**src/rtl/img_pkg.sv**
```systemverilog
// Shared definitions for the frame-buffer write controller: image geometry
// defaults, bus widths and the controller state encoding.
package img_pkg;

    localparam int IMG_W_DEF = 103;   // valid pixels per row
    localparam int BUF_W_DEF = 110;   // buffer row stride in words
    localparam int IMG_H_DEF = 103;   // rows per frame
    localparam int ADDR_W    = 14;    // buffer write address width
    localparam int PIX_W     = 8;     // pixel width
    localparam int SUM_W     = 16;    // frame checksum width

    typedef enum logic [1:0] {
        IDLE  = 2'd0,
        WRITE = 2'd1,
        FLUSH = 2'd2
    } state_t;

    // Number of pixels that make up one complete frame.
    function automatic int frame_pixels(input int w, input int h);
        return w * h;
    endfunction

endpackage

```
**src/rtl/fb_write_ctrl_if.sv**
```systemverilog
// Pixel stream in and buffer write port out of the frame-buffer write
// controller, bundled so the producer and the controller share one bus.
//
// Handshake: valid_in qualifies pixel_in (and done_in is a standalone
// one-cycle pulse). There is no ready/backpressure: a pixel is taken on every
// rising edge where valid_in=1 and the controller is writing a frame. wr_en
// qualifies wr_addr/wr_data for exactly one cycle per taken pixel.
interface fb_write_ctrl_if;
    import img_pkg::*;

    logic [PIX_W-1:0]  pixel_in;
    logic              valid_in;
    logic              done_in;
    logic              wr_en;
    logic [ADDR_W-1:0] wr_addr;
    logic [PIX_W-1:0]  wr_data;

    // Pixel producer side (filter / testbench).
    modport master (
        output pixel_in, valid_in, done_in,
        input  wr_en, wr_addr, wr_data
    );

    // Controller side.
    modport slave (
        input  pixel_in, valid_in, done_in,
        output wr_en, wr_addr, wr_data
    );

endinterface

```
**src/rtl/fb_write_ctrl_addr_gen.sv**
```systemverilog
// Buffer address generator: a column counter plus a row-base accumulator that
// steps by the row stride, so row*BUF_W+col is formed without a multiplier.
// The write strobe, address and data are registered, giving one cycle from an
// accepted pixel to its buffer write. Pad columns are never addressed because
// the column counter wraps at IMG_W-1.
module fbw_addr_gen
    import img_pkg::*;
#(
    parameter int IMG_W = IMG_W_DEF,
    parameter int BUF_W = BUF_W_DEF
) (
    input  logic              clk,
    input  logic              rst_n,
    input  logic              clear,     // restart the frame at address 0
    input  logic              advance,   // a pixel was accepted this cycle
    input  logic [PIX_W-1:0]  pixel,
    output logic              wr_en,
    output logic [ADDR_W-1:0] wr_addr,
    output logic [PIX_W-1:0]  wr_data
);

    localparam int COL_W = (IMG_W > 1) ? $clog2(IMG_W) : 1;
    localparam logic [COL_W-1:0]  COL_LAST = COL_W'(IMG_W - 1);
    localparam logic [ADDR_W-1:0] STRIDE   = ADDR_W'(BUF_W);

    logic [COL_W-1:0]  col;
    logic [ADDR_W-1:0] row_base;

    // Column / row-base position of the next pixel to be written.
    always_ff @(posedge clk or negedge rst_n) begin
        if (!rst_n) begin
            col      <= '0;
            row_base <= '0;
        end else if (clear) begin
            col      <= '0;
            row_base <= '0;
        end else if (advance) begin
            if (col == COL_LAST) begin
                col      <= '0;
                row_base <= row_base + STRIDE;
            end else begin
                col <= col + COL_W'(1);
            end
        end
    end

    // Registered buffer write port, one cycle behind the accepted pixel.
    always_ff @(posedge clk or negedge rst_n) begin
        if (!rst_n) begin
            wr_en   <= 1'b0;
            wr_addr <= '0;
            wr_data <= '0;
        end else begin
            wr_en <= advance;
            if (advance) begin
                wr_addr <= row_base + ADDR_W'(col);
                wr_data <= pixel;
            end
        end
    end

endmodule

```
**src/rtl/fb_write_ctrl.sv**
```systemverilog
// Frame-buffer write controller. Arms on start, writes each accepted pixel
// into a strided frame buffer, ends the frame on the last pixel or on the
// filter's done pulse, and reports frame_done plus sticky overrun/underrun.
// Optional build macro FBW_CHECKSUM_EN adds a mod-2^16 checksum of the
// pixels written in the current frame on frame_sum; without it frame_sum is 0.
module fb_write_ctrl
    import img_pkg::*;
#(
    parameter int IMG_W = IMG_W_DEF,
    parameter int BUF_W = BUF_W_DEF,
    parameter int IMG_H = IMG_H_DEF
) (
    input  logic              clk,
    input  logic              reset_n,
    input  logic              start,
    fb_write_ctrl_if.slave    px,
    output logic              busy,
    output logic              frame_done,
    output logic              overrun,
    output logic              underrun,
    output logic [SUM_W-1:0]  frame_sum,
    output state_t            dbg_state
);

    localparam int TOTAL = frame_pixels(IMG_W, IMG_H);
    localparam int CNT_W = $clog2(TOTAL + 1);
    localparam logic [CNT_W-1:0] CNT_LAST = CNT_W'(TOTAL - 1);

    logic [1:0]       rst_sync;
    logic             rst_n;
    state_t           state;
    state_t           state_next;
    logic [CNT_W-1:0] pix_cnt;
    logic             start_idle;
    logic             restart;
    logic             accept;
    logic             last_pix;

    // Reset asserts immediately; release is synchronised through two flops.
    always_ff @(posedge clk or negedge reset_n) begin
        if (!reset_n) begin
            rst_sync <= 2'b00;
        end else begin
            rst_sync <= {rst_sync[0], 1'b1};
        end
    end

    assign rst_n = rst_sync[1];

    // A start in WRITE abandons the current frame; the pixel offered in that
    // same cycle belongs to the abandoned frame and is dropped.
    assign start_idle = start && (state == IDLE);
    assign restart    = start && (state == WRITE);
    assign accept     = (state == WRITE) && px.valid_in && !start;
    assign last_pix   = accept && (pix_cnt == CNT_LAST);

    // State register.
    always_ff @(posedge clk or negedge rst_n) begin
        if (!rst_n) begin
            state <= IDLE;
        end else begin
            state <= state_next;
        end
    end

    // Next state and state-decoded status outputs.
    always_comb begin
        state_next = state;
        busy       = 1'b0;
        frame_done = 1'b0;
        case (state)
            IDLE: begin
                if (start) begin
                    state_next = WRITE;
                end
            end
            WRITE: begin
                busy = 1'b1;
                if (!start && (last_pix || px.done_in)) begin
                    state_next = FLUSH;
                end
            end
            FLUSH: begin
                frame_done = 1'b1;
                state_next = IDLE;
            end
            default: begin
                state_next = IDLE;
            end
        endcase
    end

    assign dbg_state = state;

    // Count of pixels accepted in the current frame.
    always_ff @(posedge clk or negedge rst_n) begin
        if (!rst_n) begin
            pix_cnt <= '0;
        end else if (start_idle || restart) begin
            pix_cnt <= '0;
        end else if (accept) begin
            pix_cnt <= pix_cnt + CNT_W'(1);
        end
    end

    // Sticky error flags; only a fresh start from IDLE clears them. A done
    // pulse that lands with the final pixel is a clean frame end.
    always_ff @(posedge clk or negedge rst_n) begin
        if (!rst_n) begin
            overrun  <= 1'b0;
            underrun <= 1'b0;
        end else if (start_idle) begin
            overrun  <= 1'b0;
            underrun <= 1'b0;
        end else begin
            if (px.valid_in && px.done_in && !last_pix) begin
                overrun <= 1'b1;
            end
            if ((state == WRITE) && px.done_in && !start && !last_pix) begin
                underrun <= 1'b1;
            end
        end
    end

`ifdef FBW_CHECKSUM_EN
    logic [SUM_W-1:0] sum_q;

    // Running checksum of the current frame; holds after the frame ends.
    always_ff @(posedge clk or negedge rst_n) begin
        if (!rst_n) begin
            sum_q <= '0;
        end else if (start_idle || restart) begin
            sum_q <= '0;
        end else if (accept) begin
            sum_q <= sum_q + SUM_W'(px.pixel_in);
        end
    end

    assign frame_sum = sum_q;
`else
    assign frame_sum = '0;
`endif

    fbw_addr_gen #(
        .IMG_W (IMG_W),
        .BUF_W (BUF_W)
    ) u_addr_gen (
        .clk     (clk),
        .rst_n   (rst_n),
        .clear   (start_idle || restart),
        .advance (accept),
        .pixel   (px.pixel_in),
        .wr_en   (px.wr_en),
        .wr_addr (px.wr_addr),
        .wr_data (px.wr_data)
    );

endmodule

```
**src/flat_wrapper.sv**
```systemverilog
// flat-port wrapper written by rule: the top's interface ports become plain ports
module fb_write_ctrl_flat import img_pkg::*;
#(
    parameter int IMG_W = IMG_W_DEF,
    parameter int BUF_W = BUF_W_DEF,
    parameter int IMG_H = IMG_H_DEF
)
  (clk, reset_n, start, busy, frame_done, overrun, underrun, frame_sum, dbg_state, px_pixel_in, px_valid_in, px_done_in, px_wr_en, px_wr_addr, px_wr_data);
  fb_write_ctrl_if px_i ();
  input  logic clk;
  input  logic reset_n;
  input  logic start;
  output logic busy;
  output logic frame_done;
  output logic overrun;
  output logic underrun;
  output logic [SUM_W-1:0] frame_sum;
  output state_t dbg_state;
  input wire logic [$bits(px_i.pixel_in)-1:0] px_pixel_in;
  input wire logic [$bits(px_i.valid_in)-1:0] px_valid_in;
  input wire logic [$bits(px_i.done_in)-1:0] px_done_in;
  output wire logic [$bits(px_i.wr_en)-1:0] px_wr_en;
  output wire logic [$bits(px_i.wr_addr)-1:0] px_wr_addr;
  output wire logic [$bits(px_i.wr_data)-1:0] px_wr_data;
  assign px_i.pixel_in = px_pixel_in;
  assign px_i.valid_in = px_valid_in;
  assign px_i.done_in = px_done_in;
  assign px_wr_en = px_i.wr_en;
  assign px_wr_addr = px_i.wr_addr;
  assign px_wr_data = px_i.wr_data;
  fb_write_ctrl #(.IMG_W(IMG_W), .BUF_W(BUF_W), .IMG_H(IMG_H)) u_core (.clk(clk), .reset_n(reset_n), .start(start), .px(px_i), .busy(busy), .frame_done(frame_done), .overrun(overrun), .underrun(underrun), .frame_sum(frame_sum), .dbg_state(dbg_state));
endmodule
```
**config.mk**
```make
export PLATFORM = sky130hd
export DESIGN_NAME = fb_write_ctrl_flat
export DESIGN_NICKNAME = d
export VERILOG_FILES = /design/src/rtl/img_pkg.sv /design/src/rtl/fb_write_ctrl_if.sv /design/src/rtl/fb_write_ctrl_addr_gen.sv /design/src/rtl/fb_write_ctrl.sv /design/src/flat_wrapper.sv
export SDC_FILE = /design/constraint.sdc
export NUM_CORES = 1
export LEC_CHECK = 0
export CORE_MARGIN = 5
export CORE_UTILIZATION = 56
export CTS_CLUSTER_DIAMETER = 100
export DETAILED_ROUTE_END_ITERATION = 7
export PLACE_DENSITY = 0.84
export SYNTH_ARGS = -nofsm -noshare
export SYNTH_HDL_FRONTEND = slang
export SYNTH_SLANG_ARGS = --single-unit
```
**constraint.sdc**
```tcl
create_clock -name clk -period 5.8 [get_ports clk]
set_clock_uncertainty 0.15 [all_clocks]
set_input_delay 1.16 -clock clk [delete_from_list [all_inputs] [get_ports clk]]
set_output_delay 1.16 -clock clk [all_outputs]
set_load 0.005 [all_outputs]
```
Word-level counts from Yosys, hierarchy flattened
Cells that the tools add are included.
{"block": "word_totals", "regBits": 64, "word_cells": 59, "output_inout_bits": 45, "latch_bits": 0, "rom_bits": 0, "in_bits": 13, "ram_bits": 0, "mem_count": 0}
{"block": "op_classes", "shift": 0, "n_addsub": 4, "mux": 17, "order_cmp": 0, "multipliers": 0, "div_mod_pow": 0, "eq_ne": 6, "reduce_logical": 22, "bitwise_logic": 0}
{"operator": "$mux 14", "count": 5}
{"operator": "$mux 7", "count": 3}
{"operator": "$add 14x1->14 const B", "count": 1}
{"operator": "$add 14x7->14", "count": 1}
{"operator": "$add 14x7->14 const B", "count": 1}
{"operator": "$eq 14x14->1 const B", "count": 1}
{"operator": "$logic_and 1x1->1", "count": 11}
{"operator": "$reduce_bool 2->1", "count": 4}
{"operator": "$add 7x1->7 const B", "count": 1}
{"operator": "$eq 7x7->1 const B", "count": 1}
{"operator": "$mux 1", "count": 6}
{"operator": "$mux 2", "count": 2}
{"operator": "$pmux 2 s2", "count": 1}
{"operator": "$reduce_and 2->1", "count": 2}
{"operator": "$eq 2x1->1 const B", "count": 1}
{"operator": "$eq 2x2->1 const B", "count": 1}
{"operator": "$logic_not 1->1", "count": 2}
{"operator": "$logic_not 2->1", "count": 1}
{"operator": "$logic_or 1x1->1", "count": 2}
{"operator": "$ne 2x1->1 const B", "count": 1}
{"operator": "$ne 2x2->1 const B", "count": 1}

Depth between registers and ports, before layout
{"block": "logic_depth", "depth_word": 8, "depth_mapped": 8, "mapped_depth_nobuf": 7}

Modules after synthesis
A second synthesis with hierarchy kept.
{"block": "unflattened", "cells_unflattened": 329, "hier_area_um2": 3305.7}
{"mod": "fbw_addr_gen", "cells_per_inst": 209, "n_inst": 1, "area_per_inst_um2": 2204.6, "seq_area_each_um2": 1076.0}
{"mod": "fb_write_ctrl", "cells_per_inst": 120, "n_inst": 1, "area_per_inst_um2": 1101.1, "seq_area_each_um2": 500.5}

Least setup slack after synthesis
Ideal clock, no wire load.
{"block": "synth_path", "kind": "input -> register", "startpoint": "input start", "endpoint": "register u_core.u_addr_gen.row_base[13]", "required_ps": 5518, "slack_ps": 3103, "setup_ps": 132, "t_arrival_ps": 2415, "path_buffers": 2, "path_stages": 7, "path_cell_list": "nand4bb_1 buf_2 o41a_1 buf_6 nor3_1 xnor2_1 nor2_1"}
{"block": "synth_via", "elab_chain_len": 4, "elab_cells_between_ends": 9, "cone_classes": "mux: 1; reduce/logical: 8"}
{"item": "from (decl)", "line": "flat_wrapper.sv:12", "source": "input logic start;"}
{"item": "$logic_and 1x1->1 (tied with other cells)", "line": "fb_write_ctrl.sv:52", "source": "assign start_idle = start && (state == IDLE);"}
{"item": "$logic_or 1x1->1 / $logic_and 1x1->1 (equally long branches)", "line": "fb_write_ctrl.sv:150, fb_write_ctrl.sv:54"}
{"item": "$reduce_bool 2->1 (no source line)"}
{"item": "$reduce_and 2->1 (no source line)"}
{"item": "to (signal assigned)", "line": "fb_write_ctrl_addr_gen.sv:40", "source": "row_base <= row_base + STRIDE;"}
{"item": "to (decl)", "line": "fb_write_ctrl_addr_gen.sv:27", "source": "logic [ADDR_W-1:0] row_base;"}
Several ways; a longest one is shown, not always the timed one.
A chain may end at the register's enable or synchronous reset.

Final worst setup path
{"block": "layout_path", "startpoint": "input start", "endpoint": "register u_core.pix_cnt[13]"}
{"block": "layout_via", "elab_chain_len": 3, "elab_cells_between_ends": 7, "cone_classes": "mux: 1; reduce/logical: 6"}
{"item": "$logic_and 1x1->1 (tied with other cells)", "line": "fb_write_ctrl.sv:52"}
{"item": "$logic_or 1x1->1 / $logic_and 1x1->1 (equally long branches)", "line": "fb_write_ctrl.sv:99, fb_write_ctrl.sv:54"}
{"item": "$mux 14 / $reduce_bool 2->1 (equally long branches)"}
{"item": "to (signal assigned)", "line": "fb_write_ctrl.sv:102", "source": "pix_cnt <= pix_cnt + CNT_W'(1);"}
{"item": "to (decl)", "line": "fb_write_ctrl.sv:33", "source": "logic [CNT_W-1:0] pix_cnt;"}
Several ways; a longest one is shown, not always the timed one.

==> results.sh <==
export IMPL_start_kind="primary input"
export IMPL_cp_max_fo=24
export IMPL_io_buffers=41
export IMPL_grt_pass1_vias=2499
export IMPL_synth_warnings=0
export IMPL_core_area_mm2=0.00554
export IMPL_cts_tree="done"
export IMPL_grt_use_total=0.183
export IMPL_cts_resized=0
export IMPL_routed_via_density=5.26
export IMPL_finalPower_uw=1070
export IMPL_drv_slew=0
export IMPL_grt_pass1_wl_mm=10.8
export IMPL_hold_violations=0
export IMPL_drcViolationCount=0
export IMPL_avgSynthCellArea_um2=9.30
export IMPL_gp_congestion=0.812
export IMPL_cts_inserted_buffers=9
export IMPL_p_per_area_mw_per_mm2=279
export IMPL_grt_overflow=0
export IMPL_htree_levels=3
export IMPL_finalCritPeriodShare=0.647
export IMPL_synth_async_reset_ratio=1.00
export IMPL_slew_headroom=0.481
export IMPL_clock_path_buffers=2
export IMPL_synth_seq_area_share=0.488
export IMPL_drv_cap=0
export IMPL_ff2ff_path_depth=6
export IMPL_synth_edff_count=0
export IMPL_cts_num_sinks=63
export IMPL_worst_skew_pair_late_latency_ns=0.34
export IMPL_worst_pin_slew_ns=0.777
export IMPL_max_freq_ghz=0.267
export IMPL_grt_max_degree=62
export IMPL_num_vias=2450
export IMPL_dpl_cell_area_mm2=0.00363
export IMPL_reg2reg_slack_ns=2.91
export IMPL_hold_depth=0
export IMPL_finalInstanceArea_mm2=0.00384
export IMPL_drt_iter0_markers=151
export IMPL_synth_top_area_frac=0.488
export IMPL_rsz0062_at_grt="no"
export IMPL_holdCritStartpoint="u_core.rst_sync[0]"
export IMPL_r2r_start="u_core.dbg_state[1]"
export IMPL_nets=413
export IMPL_hp_class="flop to flop"
export IMPL_drtPass1Iterations=4
export IMPL_dpl_cell_count=450
export IMPL_netlist_area_mm2=0.00323
export IMPL_antenna_found_initial=0
export IMPL_status="finished, final reports clean"
export IMPL_instances_no_fill=466
export IMPL_yosysMostFrequentCell="dfrtp_1"
export IMPL_die_area_mm2=0.00738
export IMPL_crit_path_end_kind="flop"
export IMPL_holdPathEnd="u_core.rst_sync[1]"
export IMPL_clk_pin_slew_worst_paths_ns=0.06
export IMPL_dieWidth_um=85.9
export IMPL_dp_hpwl_mm=4.46
export IMPL_finalSetupViolCount=0
export IMPL_hold_slack_ns=0.213
export IMPL_crit_type="primary input to flop"
export IMPL_yosysUniqueCellTypes=43
export IMPL_worst_ir_drop_vdd_mv=0.209
export IMPL_post_route_min_period_ns=3.75
export IMPL_worst_ep_required_time_ns=5.84
export IMPL_drive_above_1_share=0.0533
export IMPL_pin_count=58
export IMPL_syn_instance_count=347
export IMPL_postCtsSetupBuffers=0
export IMPL_tns_ns=0
export IMPL_area_growth_syn_to_layout_pct=19.1
export IMPL_finalWirelength_mm=6.19
export IMPL_ctsHoldBuffers=0
export IMPL_die_h_um=85.9
export IMPL_synth_ff_type="dfrtp_1"
export IMPL_rows=27
export IMPL_synth_area_leader_cell="dfrtp_1"
export IMPL_p_leak_uw=0.00170
export IMPL_synth_seq_cells=63
export IMPL_root_buffer="clkbuf_8"
export IMPL_netlist_top_cells_count="63 x dfrtp_1, 52 x nand2_1, 32 x nor2_1, 27 x o21ai_0, 16 x buf_4"
export IMPL_crit_arrival_ns=3.79
export IMPL_synth_area_leaders="dfrtp_1 49%, nand2_1 6.0%, ha_1 4.3%"
export IMPL_wire_per_inst_um=13.3
export IMPL_ant_nets=0
export IMPL_initial_core_util=0.583
export IMPL_worstReg2RegEnd="u_core.pix_cnt[13]"
export IMPL_antenna_cells=0
[cells by family (layout without fill, tap and decap cells)]
logic type	Yosys count	in the layout	synth area share
fa+ha+maj	11	11	0.0426
mux	1	1	0.00310
buf+inv	39	71	0.0667
flops	63	63	0.488
simple gates	148	148	0.222
compound gates	53	53	0.0930
xor+xnor	30	30	0.0814
other cells	2	17	0.00233
[flip-flops by register name, summed over array words and instances, names as in the netlist]
| name | count |
|---|---|
| u_core.u_addr_gen.wr_data | 8 |
| u_core.u_addr_gen.wr_en | 1 |
| u_core.overrun | 1 |
| u_core.pix_cnt | 14 |
| u_core.u_addr_gen.col | 7 |
| u_core.u_addr_gen.wr_addr | 14 |
| u_core.rst_sync | 2 |
| u_core.u_addr_gen.row_base | 13 |
| u_core.underrun | 1 |
| u_core.dbg_state | 2 |
[power by group]
group | internal [uW] | switching [uW]
sequential | 477 | 31.5
combinational | 92.9 | 80.9
clock | 232 | 157
total | 803 | 269
[metrics by stage]
stage               setup slack, ns   util
floorplan                      3.10      -
global placement               1.81  0.656
detailed placement             1.72  0.656
CTS                            2.05  0.694
global route                   1.84  0.694
finish                         2.05  0.694
[cell type report]
class	count	area, um^2
fill	440	1700
multi-input combinational	260	1490
sequential	63	1580
clock buffer	13	169
clock inverter	3	40.0
timing repair buffer	44	433
inverter	11	41.3
tap	72	90.1
[routing by layer]
metal  vias to the layer above  wire (um)  global-route usage
li1                       1229          -                   -
met1                      1170       2700               0.204
met2                        42       3120               0.330
met3                         9        293              0.0548
met4                         0         85              0.0590
met5                         -          0                   0
[cell usage in the layout (no fill, tap or decap), types with 13 or more instances in the layout]
master	instances
xnor2_1	15
nor2_1	32
conb_1	17
a21oi_1	14
o21ai_0	27
nor3_1	13
dfrtp_1	62
nand3_1	15
nand2_1	52
clkdlybuf4s50_1	41
xor2_1	15
[critical path: stages]
cell	delay, ns
clkdlybuf4s50_1	0.47
nand4bb_1	0.57
inv_1	0.73
nand4_1	0.38
nor3_1	0.27
xnor2_1	0.15
nor2_1	0.05
[worst max-delay path by stage]
stage / startpoint / end / slack [ns] / cells past startpoint
floorplan: start / u_core.u_addr_gen.row_base[13] / 3.10 / 7
global placement: start / u_core.pix_cnt[13] / 1.81 / 7
detailed placement: start / u_core.pix_cnt[13] / 1.72 / 7
CTS: start / u_core.pix_cnt[13] / 2.05 / 7
global route: start / u_core.pix_cnt[13] / 1.84 / 7
finish: start / u_core.pix_cnt[13] / 2.05 / 7
(Power assumes the default switching activity.)
